`config.mk`:
```
export PLATFORM = sky130hd
export DESIGN_NAME = count_game_ctrl
export DESIGN_NICKNAME = d
export VERILOG_FILES = /design/src/rtl/count_game_ctrl.sv
export SDC_FILE = /design/constraint.sdc
export NUM_CORES = 1
export LEC_CHECK = 0
export CAP_MARGIN = 20
export CORE_AREA = 5 5 77 79
export CTS_BUF_LIST = sky130_fd_sc_hd__clkbuf_4 sky130_fd_sc_hd__clkbuf_8 sky130_fd_sc_hd__clkbuf_16
export CTS_CLUSTER_SIZE = 30
export DETAILED_ROUTE_END_ITERATION = 6
export DIE_AREA = 0 0 82 84
export SKIP_CTS_REPAIR_TIMING = 1
export SLEW_MARGIN = 20
export SYNTH_ARGS = -nofsm -noshare
export SYNTH_HDL_FRONTEND = slang
export SYNTH_SLANG_ARGS = --single-unit
```
`constraint.sdc`:
```
create_clock -name clk -period 1.7 [get_ports clk]
set_input_delay 0.34 -clock clk [delete_from_list [all_inputs] [get_ports clk]]
set_output_delay 0.34 -clock clk [all_outputs]
set_load 0.05 [all_outputs]
```
`src/rtl/count_game_ctrl.sv`:
```
// Round sequencer for the dot-matrix counting game: shows a pseudo-random target,
// runs the counter, judges the stop against the live count and keeps the score.
module count_game_ctrl #(
    parameter int unsigned ROUNDS    = 4,
    parameter int unsigned SHOW_CYC  = 16,
    parameter int unsigned RES_CYC   = 16,
    parameter logic [2:0]  LFSR_SEED = 3'b101
) (
    input  logic       clk,
    input  logic       rst,
    input  logic       start_key,
    input  logic       stop_key,
    input  logic [2:0] cur_val,
    input  logic       cnt_done,
    output logic       cst,
    output logic [2:0] num,
    output logic       dzst,
    output logic [2:0] round,
    output logic [2:0] score,
    output logic       hit,
    output logic       miss,
    output logic       game_over
);

    localparam int unsigned MaxCyc = (SHOW_CYC > RES_CYC) ? SHOW_CYC : RES_CYC;
    localparam int unsigned TimerW = $clog2(MaxCyc) + 1;
    localparam logic [TimerW-1:0] ShowLast  = TimerW'(SHOW_CYC - 1);
    localparam logic [TimerW-1:0] ResLast   = TimerW'(RES_CYC - 1);
    localparam logic [2:0]        LastRound = 3'(ROUNDS);

    typedef enum logic [2:0] {StIdle, StShow, StRun, StResult, StOver} state_e;

    state_e            state_q;
    logic [TimerW-1:0] timer_q;
    logic [2:0]        lfsr_q;
    logic [2:0]        lfsr_next;

    // Taps chosen for a maximal period of 7; the all-zero state is unreachable.
    assign lfsr_next = {lfsr_q[1:0], lfsr_q[2] ^ lfsr_q[1]};

    always_ff @(posedge clk or posedge rst) begin
        if (rst) begin
            state_q   <= StIdle;
            timer_q   <= '0;
            lfsr_q    <= LFSR_SEED;
            cst       <= 1'b0;
            num       <= 3'd0;
            dzst      <= 1'b0;
            round     <= 3'd0;
            score     <= 3'd0;
            hit       <= 1'b0;
            miss      <= 1'b0;
            game_over <= 1'b0;
        end else begin
            case (state_q)
                StIdle: begin
                    if (start_key) begin
                        state_q <= StShow;
                        round   <= 3'd1;
                        score   <= 3'd0;
                        num     <= lfsr_q;
                        lfsr_q  <= lfsr_next;
                        timer_q <= '0;
                        dzst    <= 1'b1;
                    end
                end
                StShow: begin
                    if (timer_q == ShowLast) begin
                        state_q <= StRun;
                        timer_q <= '0;
                        cst     <= 1'b1;
                    end else begin
                        timer_q <= timer_q + TimerW'(1);
                    end
                end
                StRun: begin
                    // stop_key takes priority over a coincident cnt_done
                    if (stop_key) begin
                        state_q <= StResult;
                        timer_q <= '0;
                        cst     <= 1'b0;
                        if (cur_val == num) begin
                            hit   <= 1'b1;
                            score <= score + 3'd1;
                        end else begin
                            miss  <= 1'b1;
                        end
                    end else if (cnt_done) begin
                        state_q <= StResult;
                        timer_q <= '0;
                        cst     <= 1'b0;
                        miss    <= 1'b1;
                    end
                end
                StResult: begin
                    if (timer_q == ResLast) begin
                        timer_q <= '0;
                        hit     <= 1'b0;
                        miss    <= 1'b0;
                        if (round == LastRound) begin
                            state_q   <= StOver;
                            game_over <= 1'b1;
                        end else begin
                            state_q <= StShow;
                            round   <= round + 3'd1;
                            num     <= lfsr_q;
                            lfsr_q  <= lfsr_next;
                        end
                    end else begin
                        timer_q <= timer_q + TimerW'(1);
                    end
                end
                StOver: begin
                    // LFSR is left running so the next game continues the sequence
                    if (start_key) begin
                        state_q   <= StIdle;
                        game_over <= 1'b0;
                        round     <= 3'd0;
                        score     <= 3'd0;
                        dzst      <= 1'b0;
                    end
                end
                default: state_q <= StIdle;
            endcase
        end
    end

endmodule

```
==> impl_metrics.tcl <==
set metrics [dict create \
    crit_fanout 5 \
    tightest_slew_ns 0.307 \
    synthToLayoutAreaGrowth_pct 38.0 \
    wirelength_um 2820 \
    status "completed" \
    p_total_mw 2.52 \
    synthArstFlopShare 1.00 \
    cp.arrival_ns 1.80 \
    setup_viol 0 \
    fill_cells 574 \
    synthSimpleGateAreaFrac 0.172 \
    fin_crit_sh 0.964 \
    synth_top_area_frac 0.442 \
    timing.hold.ws_ns 0.413 \
    grt_pass1_vias 993 \
    synth-compound-area-share 0.143 \
    cp_slowest_cell "dfrtp_1" \
    root_buffer "clkbuf_8" \
    synthAdderAreaFrac 0.0402 \
    syn_avg_cell_area_um2 10.7 \
    wire_per_inst_um 12.5 \
    final_cell_mix "29 x buf_4, 20 x dfrtp_1, 12 x nand2_1, 9 x o21ai_0, 8 x nor2_1" \
    synth_top_family_by_area "simple AND/OR/NAND/NOR gates" \
    placedCellCount 219 \
    num_vias 966 \
    synthMuxAreaShare 0.0704 \
    antenna_found_initial 0 \
    synth_fp_nets 128 \
    grt_start_max_net_pins 25 \
    clk_pin_slew_ns 0.09 \
    multiInputGateArea_um2 601 \
    clock_skew_ns 0.00208 \
    yosys.cell_types.count 39 \
    cpPeakStageDelay_ns 0.40 \
    cts_buffers 3 \
    end_kind "flip-flop" \
    synth_edf_count 0 \
    die_h_um 84 \
    cp_top_family "flip-flops" \
    critical_path_class "reg2reg" \
    required_ns 1.86 \
    pre_cts_slack_ns -0.0197 \
    clk_latency_ns 0.27 \
    dp_hpwl_um 2160 \
    coreArea_mm2 0.00527 \
    grt_first_pass_wirelength_um 4940 \
    dr.pass1.iters 6 \
    seq_area_um2 606 \
    n_antenna_cell 0 \
    layout-drive-gt1-share 0.359 \
    dieWidth_um 82 \
    ys_warn_count 0 \
    cap_violations 0 \
    htreeDepth 1 \
    hp-class "in2async" \
    num_rows 27 \
    p_per_area_mw_per_mm2 1470 \
    grt_overflow 0 \
    drt_iter0_markers 63 \
    cp-start-kind "flip-flop" \
    postSynthCellCount 116 \
    drt-vias-per-instance 4.29 \
    ys_seq_area_frac 0.484 \
    max_freq_mhz 610 \
    ios 22 \
    leakage_nw 0.758 \
    vdd_drop_max_mv 0.595 \
    layout_commonest_cell "buf_4" \
    initial_core_util 0.236 \
    routabilityCongestion 0.763 \
    ant_nets 0 \
    nNetsFinal 166 \
    slew_headroom 0.795 \
    ys.flop_type "dfrtp_1" \
    ys_ff_latch 24 \
    clk_path_buf_depth 2 \
    cts_sinks 24 \
    hold_viol 0 \
    drc 0 \
    min_period_ns 1.64 \
    portBuffers 21 \
    dieArea_mm2 0.00689 \
    worst_slack_ns 0.0604 \
    fin_cells 225 \
    syn_area_mm2 0.00124 \
    fin_util 0.326 \
    cp_cell_sequence "ha_2 > and4b_4 > nand4_4 > a21oi_4 > mux2_4" \
    yosys-top-cells-area "dfrtp_1 44%, mux2_2 5.4%, dfstp_2 4.2%" \
    cts_tree "yes" \
    slew_violations 0 \
    synth_top_area_cell "dfrtp_1" \
    grtUsageTotal 0.0926 \
    critPathBufInv 0 \
    synth-xor-area-share 0.0422 \
]
cell families after synthesis:
group	after synthesis
mux	8
compound gates	26
xor+xnor	6
buf+inv	11
simple gates	37
flops	24
fa+ha+maj	4
metrics by stage:
stage / instance area, um^2 / setup TNS (ns)
3_5_place_dp: 1620 / -0.0197
5_1_grt: 1720 / -0.00517
4_1_cts: 1690 / 0
6_report: 1720 / 0
3_3_place_gp: 1620 / 0
2_1_floorplan: 1250 / 0
layout make-up:
cell class,count,share of cell area
clock buffers,3,0.0240
clock inverters,1,0.0175
inverters,6,0.0131
multi-input cells,81,0.350
flip-flops and latches,24,0.353
well taps,72,0.0524
repair buffers,38,0.191
synthesized netlist by cell type (all sizes together), types with 2 or more instances:
library cell,count
mux2i,2
dfrtp,22
o21ai,9
nand4,2
inv,6
a21oi,6
ha,4
nand2,13
mux2,6
nand3,2
buf,5
xnor2,3
nor2,8
nand2b,2
o21a,2
xor2,3
dfstp,2
sequential cells by signal, summed over array words and instances (netlist names), 2 cells and up:
signal   flops
lfsr_q       2
timer_q      5
round        3
state_q      3
num          3
score        3
worst min-delay path, cell delays in order:
cell and delay [ns]:
clkdlybuf4s50_1 0.39, inv_1 0.05, buf_4 0.29
metal layers:
metal	wire, um	track usage
met1	1320	0.127
met2	1360	0.140
met3	125	0.0216
met4	14	0.0317
met5	0	0
path summary, 6_finish.rpt:
path	slack (ns)	end	start	cells past startpoint
worst max-delay path	0.06	num[0]	timer_q[1]	5
min in group clk	0.50	score[2]	score[2]	1
worst max register to register	0.06	num[0]	timer_q[1]	5
worst min register to register	0.50	score[2]	score[2]	1
worst min-delay path	0.41	miss	rst	3
max in group asynchronous	1.00	lfsr_q[2]	rst	3
where the power goes:
group / total [mW] / switching (mW) / leakage, nW / internal [mW]
clock: 0.502 / 0.188 / 0.0357 / 0.315
combinational: 1.14 / 0.650 / 0.432 / 0.493
sequential: 0.875 / 0.152 / 0.290 / 0.723
Power figures use the tool's default switching activity.
